$ cat config.mk
export PLATFORM = sky130hd
export DESIGN_NAME = proc_scycle_tinyrv1_flat
export DESIGN_NICKNAME = d
export VERILOG_FILES = /design/src/rtl/proc_scycle_tinyrv1_if.sv /design/src/rtl/proc_scycle_tinyrv1.sv /design/src/flat_wrapper.sv
export SDC_FILE = /design/constraint.sdc
export NUM_CORES = 2
export LEC_CHECK = 0
export BUFFER_PORTS_ARGS = -buffer_cell sky130_fd_sc_hd__buf_2
export CAP_MARGIN = 20
export CELL_PAD_IN_SITES_DETAIL_PLACEMENT = 1
export CELL_PAD_IN_SITES_GLOBAL_PLACEMENT = 2
export CORE_UTILIZATION = 39
export DETAILED_ROUTE_END_ITERATION = 8
export PLACE_DENSITY_LB_ADDON = 0.08
export SYNTH_ARGS = -nofsm -noshare
export SYNTH_HDL_FRONTEND = slang
export SYNTH_SLANG_ARGS = --single-unit
$ cat constraint.sdc
create_clock -name clk -period 21.4 [get_ports clk]
set_input_delay 6.42 -clock clk [delete_from_list [all_inputs] [get_ports clk]]
set_output_delay 6.42 -clock clk [all_outputs]
set_load 0.05 [all_outputs]
$ cat src/rtl/proc_scycle_tinyrv1_if.sv
// Instruction and data memory ports of the single-cycle TinyRV1 core.
// There is no ready: a request is live whenever its *_val is high, memory answers
// combinationally in the same cycle, and a write (type=1) commits on the next rising edge.
interface proc_scycle_tinyrv1_if;
  logic        imemreq_val;
  logic [31:0] imemreq_addr;
  logic [31:0] imemresp_data;
  logic        dmemreq_val;
  logic        dmemreq_type;
  logic [31:0] dmemreq_addr;
  logic [31:0] dmemreq_wdata;
  logic [31:0] dmemresp_rdata;

  modport master (
    output imemreq_val,
    output imemreq_addr,
    input  imemresp_data,
    output dmemreq_val,
    output dmemreq_type,
    output dmemreq_addr,
    output dmemreq_wdata,
    input  dmemresp_rdata
  );

  modport slave (
    input  imemreq_val,
    input  imemreq_addr,
    output imemresp_data,
    input  dmemreq_val,
    input  dmemreq_type,
    input  dmemreq_addr,
    input  dmemreq_wdata,
    output dmemresp_rdata
  );
endinterface

$ cat src/rtl/proc_scycle_tinyrv1.sv
// Single-cycle TinyRV1 core: fetch, decode, execute, memory and write-back all
// happen combinationally within one clock; PC, GPRs and out CSRs commit at the edge.
module proc_scycle_tinyrv1 (
  input  logic                         clk,
  input  logic                         rst,
  proc_scycle_tinyrv1_if.master        mem,
  input  logic [31:0]                  in0,
  input  logic [31:0]                  in1,
  input  logic [31:0]                  in2,
  output logic [31:0]                  out0,
  output logic [31:0]                  out1,
  output logic [31:0]                  out2,
  output logic                         trace_val,
  output logic [31:0]                  trace_addr,
  output logic [31:0]                  trace_data
);

  localparam logic [31:0] RESET_PC = 32'h0000_0200;

  localparam logic [6:0] OPC_OP     = 7'b0110011;
  localparam logic [6:0] OPC_OP_IMM = 7'b0010011;
  localparam logic [6:0] OPC_LOAD   = 7'b0000011;
  localparam logic [6:0] OPC_STORE  = 7'b0100011;
  localparam logic [6:0] OPC_JAL    = 7'b1101111;
  localparam logic [6:0] OPC_JALR   = 7'b1100111;
  localparam logic [6:0] OPC_BRANCH = 7'b1100011;
  localparam logic [6:0] OPC_SYSTEM = 7'b1110011;

  typedef enum logic [3:0] {
    OP_NOP, OP_ADD, OP_MUL, OP_ADDI, OP_LW, OP_SW,
    OP_JAL, OP_JR, OP_BNE, OP_CSRR, OP_CSRW
  } op_e;

  logic [31:0] pc;
  logic [31:0] rf [0:31];

  logic [31:0] inst;
  logic [6:0]  opcode;
  logic [4:0]  rd, rs1, rs2;
  logic [2:0]  funct3;
  logic [6:0]  funct7;
  logic [11:0] csr_num;
  logic [31:0] imm_i, imm_s, imm_b, imm_j;
  logic [31:0] rs1_val, rs2_val;
  logic [31:0] mul_res;
  op_e         op;

  logic [31:0] next_pc;
  logic        wb_en;
  logic [31:0] wb_data;
  logic        mem_val;
  logic        mem_type;
  logic [31:0] mem_addr;
  logic        csr_we;

  assign inst    = mem.imemresp_data;
  assign opcode  = inst[6:0];
  assign rd      = inst[11:7];
  assign funct3  = inst[14:12];
  assign rs1     = inst[19:15];
  assign rs2     = inst[24:20];
  assign funct7  = inst[31:25];
  assign csr_num = inst[31:20];

  assign imm_i = {{20{inst[31]}}, inst[31:20]};
  assign imm_s = {{20{inst[31]}}, inst[31:25], inst[11:7]};
  assign imm_b = {{19{inst[31]}}, inst[31], inst[7], inst[30:25], inst[11:8], 1'b0};
  assign imm_j = {{11{inst[31]}}, inst[31], inst[19:12], inst[20], inst[30:21], 1'b0};

  // x0 is never written, but the read guard keeps it at zero regardless of storage.
  assign rs1_val = (rs1 == 5'd0) ? 32'd0 : rf[rs1];
  assign rs2_val = (rs2 == 5'd0) ? 32'd0 : rf[rs2];
  assign mul_res = rs1_val * rs2_val;

  // Decode: anything not matching exactly one supported form falls back to a nop.
  always_comb begin
    op = OP_NOP;
    case (opcode)
      OPC_OP: begin
        if (funct3 == 3'b000 && funct7 == 7'b0000000) op = OP_ADD;
        else if (funct3 == 3'b000 && funct7 == 7'b0000001) op = OP_MUL;
      end
      OPC_OP_IMM: if (funct3 == 3'b000) op = OP_ADDI;
      OPC_LOAD:   if (funct3 == 3'b010) op = OP_LW;
      OPC_STORE:  if (funct3 == 3'b010) op = OP_SW;
      OPC_JAL:    op = OP_JAL;
      OPC_JALR: begin
        if (funct3 == 3'b000 && rd == 5'd0 && csr_num == 12'd0) op = OP_JR;
      end
      OPC_BRANCH: if (funct3 == 3'b001) op = OP_BNE;
      OPC_SYSTEM: begin
        if (funct3 == 3'b010 && rs1 == 5'd0 &&
            (csr_num == 12'hFC2 || csr_num == 12'hFC3 || csr_num == 12'hFC4))
          op = OP_CSRR;
        else if (funct3 == 3'b001 && rd == 5'd0 &&
                 (csr_num == 12'h7C2 || csr_num == 12'h7C3 || csr_num == 12'h7C4))
          op = OP_CSRW;
      end
      default: op = OP_NOP;
    endcase
  end

  // Execute, memory access and write-back selection.
  always_comb begin
    next_pc  = pc + 32'd4;
    wb_en    = 1'b0;
    wb_data  = 32'd0;
    mem_val  = 1'b0;
    mem_type = 1'b0;
    mem_addr = rs1_val + imm_i;
    csr_we   = 1'b0;
    case (op)
      OP_ADD: begin
        wb_en   = 1'b1;
        wb_data = rs1_val + rs2_val;
      end
      OP_MUL: begin
        wb_en   = 1'b1;
        wb_data = mul_res;
      end
      OP_ADDI: begin
        wb_en   = 1'b1;
        wb_data = rs1_val + imm_i;
      end
      OP_LW: begin
        mem_val = 1'b1;
        wb_en   = 1'b1;
        wb_data = mem.dmemresp_rdata;
      end
      OP_SW: begin
        mem_val  = 1'b1;
        mem_type = 1'b1;
        mem_addr = rs1_val + imm_s;
      end
      OP_JAL: begin
        wb_en   = 1'b1;
        wb_data = pc + 32'd4;
        next_pc = pc + imm_j;
      end
      OP_JR:  next_pc = rs1_val;
      OP_BNE: if (rs1_val != rs2_val) next_pc = pc + imm_b;
      OP_CSRR: begin
        wb_en = 1'b1;
        case (csr_num)
          12'hFC2: wb_data = in0;
          12'hFC3: wb_data = in1;
          default: wb_data = in2;
        endcase
      end
      OP_CSRW: csr_we = 1'b1;
      default: ;
    endcase
  end

  // rst is active-low: while it is low nothing retires and no memory request is issued.
  assign mem.imemreq_val   = rst;
  assign mem.imemreq_addr  = pc;
  assign mem.dmemreq_val   = rst & mem_val;
  assign mem.dmemreq_type  = mem_type;
  assign mem.dmemreq_addr  = mem_addr;
  assign mem.dmemreq_wdata = rs2_val;

  assign trace_val  = rst;
  assign trace_addr = pc;
  assign trace_data = (rst && wb_en && rd != 5'd0) ? wb_data : 32'd0;

  always_ff @(posedge clk) begin
    if (!rst) begin
      pc   <= RESET_PC;
      out0 <= 32'd0;
      out1 <= 32'd0;
      out2 <= 32'd0;
      for (int i = 0; i < 32; i++) rf[i] <= 32'd0;
    end else begin
      pc <= next_pc;
      if (wb_en && rd != 5'd0) rf[rd] <= wb_data;
      if (csr_we) begin
        case (csr_num)
          12'h7C2: out0 <= rs1_val;
          12'h7C3: out1 <= rs1_val;
          default: out2 <= rs1_val;
        endcase
      end
    end
  end

endmodule

$ cat src/flat_wrapper.sv
// flat-port wrapper written by rule: the top's interface ports become plain ports
module proc_scycle_tinyrv1_flat 
  (clk, rst, in0, in1, in2, out0, out1, out2, trace_val, trace_addr, trace_data, mem_imemreq_val, mem_imemreq_addr, mem_imemresp_data, mem_dmemreq_val, mem_dmemreq_type, mem_dmemreq_addr, mem_dmemreq_wdata, mem_dmemresp_rdata);
  proc_scycle_tinyrv1_if mem_i ();
  input  logic clk;
  input  logic rst;
  input  logic [31:0] in0;
  input  logic [31:0] in1;
  input  logic [31:0] in2;
  output logic [31:0] out0;
  output logic [31:0] out1;
  output logic [31:0] out2;
  output logic trace_val;
  output logic [31:0] trace_addr;
  output logic [31:0] trace_data;
  output wire logic [$bits(mem_i.imemreq_val)-1:0] mem_imemreq_val;
  output wire logic [$bits(mem_i.imemreq_addr)-1:0] mem_imemreq_addr;
  input wire logic [$bits(mem_i.imemresp_data)-1:0] mem_imemresp_data;
  output wire logic [$bits(mem_i.dmemreq_val)-1:0] mem_dmemreq_val;
  output wire logic [$bits(mem_i.dmemreq_type)-1:0] mem_dmemreq_type;
  output wire logic [$bits(mem_i.dmemreq_addr)-1:0] mem_dmemreq_addr;
  output wire logic [$bits(mem_i.dmemreq_wdata)-1:0] mem_dmemreq_wdata;
  input wire logic [$bits(mem_i.dmemresp_rdata)-1:0] mem_dmemresp_rdata;
  assign mem_imemreq_val = mem_i.imemreq_val;
  assign mem_imemreq_addr = mem_i.imemreq_addr;
  assign mem_i.imemresp_data = mem_imemresp_data;
  assign mem_dmemreq_val = mem_i.dmemreq_val;
  assign mem_dmemreq_type = mem_i.dmemreq_type;
  assign mem_dmemreq_addr = mem_i.dmemreq_addr;
  assign mem_dmemreq_wdata = mem_i.dmemreq_wdata;
  assign mem_i.dmemresp_rdata = mem_dmemresp_rdata;
  proc_scycle_tinyrv1 u_core (.clk(clk), .rst(rst), .mem(mem_i), .in0(in0), .in1(in1), .in2(in2), .out0(out0), .out1(out1), .out2(out2), .trace_val(trace_val), .trace_addr(trace_addr), .trace_data(trace_data));
endmodule
==> results.yml <==
status:
  status: "complete, but fails checks"
  violations: "setup timing"
clock_network:
  cts.sinks: 1152
  cts_buffer_depth: 3
  cts_tree: "yes"
  ctsRootBufferMaster: "clkbuf_16"
  clkTransAtPathRegs_ps: 60
  clock_latency_ps: 870
  cts-buffers-inserted: 138
  htree_num_levels: 4
drt:
  vias: 69091
  routedWlPerCell_um: 38.2
  dr.pass1.iters: 6
  drt_iter0_drc: 8050
  drc: 0
  antenna_left: 0
  wirelength_um: 428000
  viasPerCell: 6.17
grt:
  grt_max_degree: 99
  grt_pass1_vias: 70726
  grt_first_pass_wirelength_um: 581000
  overflow: 0
  antenna_found_initial: 25
  grtUsageTotal: 0.402
timing:
  rsz0062_at_grt: "true"
  fin_ws_ps: -716
  worst_pin_slew_ps: 1170
  fin_crit_ps: 22120
  report.final.setup_viol: 14
  finalHoldViolations: 0
  period_share: 1.03
  slew-limit-headroom: 0.210
  skew_ps: 100
  fmax_mhz: 45.2
  drv_slew: 0
critical_path:
  path_class: "in -> out"
  required_ps: 14980
  crit_start: "mem_imemresp_data[15]"
  cpPeakStageDelay_ps: 580
  rrSetupSlack_ps: 11480
  reg2reg_to: "u_core.rf[17][31]"
  crit_path_top_delay_cell: "mux4_2"
  r2r_cells: 34
  cp_max_fo: 6
  arrival_ps: 15700
  worstSetupEndpointType: "output pin"
  r2r_start: "u_core.rf[24][8]"
  cp-start-kind: "primary input"
place:
  dp.cells: 10814
  place_area_sq_mm: 0.0939
  dp_hpwl_um: 300000
  place_congestion: 0.969
  numPortBuffers: 421
floorplan:
  io_pins: 422
  die_x_um: 460
  rows: 167
  start_util: 0.394
  fp.dieH_um: 460
  core_area_sq_mm: 0.207
  dieArea_sq_mm: 0.211
layout:
  syn_to_final_growth_pct: 24.2
  finalNetCount: 9090
  nFillCells: 21926
  layout-drive-gt1-share: 0.308
  instances_no_fill: 11196
  finish.instance_area_sq_mm: 0.101
logic_synthesis:
  ys_async_sr_fraction: 0
  ys_seq_area_frac: 0.408
  ys.flop_type: "edfxtp_1"
  synth_area_leaders: "edfxtp_1, mux4_2, fa_1, nor2_1, ha_1"
  syn_area_sq_mm: 0.0816
  synth_edf_count: 1024
  netlist_instances: 7295
  yosysWarnings: 0
  yosys.area.top_type_share: 0.377
  synth_top_area_cell: "edfxtp_1"
  ys_seq_elements: 1152
  avgSynthCellArea_sq_um: 11.2
  ys_types: 90
power:
  power_density_mw_per_mm2: 165
  vdd_drop_max_mv: 0.427
  p_leak_nw: 40.1
worst_hold_path:
  min_delay_path_depth: 2
  min_path_type: "reg -> reg"
  hp-start: "u_core.out0[24]"
  holdPathEnd: "u_core.out0[24]"
run:
  drv_cap: 0
==> synthesized netlist by cell type, types with 21 or more instances <==
master / instances
a22oi_1: 31
nand3_1: 55
and3_1: 29
o21a_1: 24
a221oi_1: 37
a21oi_1: 336
dfxtp_1: 128
buf_2: 48
fa_1: 413
o21ai_0: 154
clkbuf_1: 420
xnor2_1: 152
nor2_2: 31
o21bai_1: 28
and2_1: 45
nor3_1: 53
mux2_2: 31
mux2i_1: 136
edfxtp_1: 1024
o221ai_1: 21
a21o_1: 75
nor2_1: 1511
nand2b_1: 26
mux4_2: 554
inv_1: 523
nand2_1: 611
xor2_1: 77
nor2b_1: 40
nand4_1: 33
buf_6: 35
ha_1: 234
o22ai_1: 43
a31oi_1: 23
buf_1: 28
buf_4: 59
==> final cells by class <==
type	count	area [sq um]	share of cell area
timing repair buffer	1412	12500	0.123
multi-input combinational	5034	45400	0.448
tap	2788	3490	0.0344
antenna	16	40.0	0.000395
clock buffer	176	3730	0.0368
sequential	1152	33300	0.328
inverter	543	2100	0.0207
clock inverter	75	863	0.00851
==> logic make-up after synthesis <==
family	after synthesis	share of synthesized area
muxes	721	0.174
and+or+nand+nor	2503	0.126
adders and majority gates	647	0.137
AOI/OAI and AO/OA	899	0.0697
buffers and inverters	1140	0.0603
xor gates and xnor gates	232	0.0252
other	1	0.0000459
DFF	1152	0.408
==> registers in the layout, summed over array words and instances (netlist names) <==
| signal | cells |
|---|---|
| u_core.out2 | 32 |
| u_core.rf | 1024 |
| u_core.mem.imemreq_addr | 32 |
| u_core.out0 | 32 |
| u_core.out1 | 32 |
==> metrics by stage <==
step	hold slack (ps)	power, mW	TNS, ps	worst slack [ps]	util
global route	469	17.4	-8330	-938	0.489
global placement	440	12.6	-16240	-1430	0.453
detailed placement	441	12.7	-17700	-1440	0.453
finish	451	16.7	-5740	-716	0.489
floorplan	671	7.72	-315	-177	-
CTS	449	15.8	-5400	-673	0.485
==> worst max-delay path by stage <==
stage,to,cells after the start
after global routing,trace_data[31],36
after floorplan,trace_data[31],32
after CTS,trace_data[29],39
after global placement,trace_data[24],36
final,trace_data[29],44
after detailed placement,trace_data[24],38
==> per-layer routing <==
layer | global-route usage | part of all wire | vias to the layer above
met5 | 0 | 0.00016 | -
met4 | 0.234 | 0.069 | 10
met3 | 0.0933 | 0.093 | 1012
met2 | 0.648 | 0.47 | 3978
met1 | 0.494 | 0.37 | 36430
li1 | - | - | 27661
==> cells in the final DEF, fill, tap and decap left out, types with 55 or more instances in the layout <==
cell type / count
a21oi_1: 296
inv_1: 491
clkbuf_16: 141
nand2_1: 533
a21o_1: 75
dfxtp_1: 128
edfxtp_1: 1024
buf_2: 395
xor2_1: 75
buf_12: 170
mux4_2: 554
ha_1: 205
mux2i_1: 131
nand2_2: 55
nor2_1: 1491
xnor2_1: 142
fa_1: 382
buf_4: 770
o21ai_0: 142
==> repair_timing <==
item	4_1_cts	5_1_grt
resized for setup	219	116
setup buffers	80	26
hold buffers	0	0
hold endpoints to repair	0	0
endpoints found under the setup margin	20	18
gates cloned	11	0
pin swaps	63	64
==> where the power goes <==
part / leakage (nW) / switching (mW) / internal [mW]
Combinational: 26.2 / 6.49 / 5.18
Sequential: 11.6 / 0.0516 / 2.52
Clock: 2.23 / 1.09 / 1.38
==> worst max-delay path: cells and delay by family <==
family                     cells  cell delay (ps)
adders and majority gates     10             3530
muxes                          2             1060
AOI/OAI and AO/OA             12             2170
and+or+nand+nor                2              190
xor gates and xnor gates       1              100
buffers and inverters         17             2170
Power figures use the tool's default switching activity.
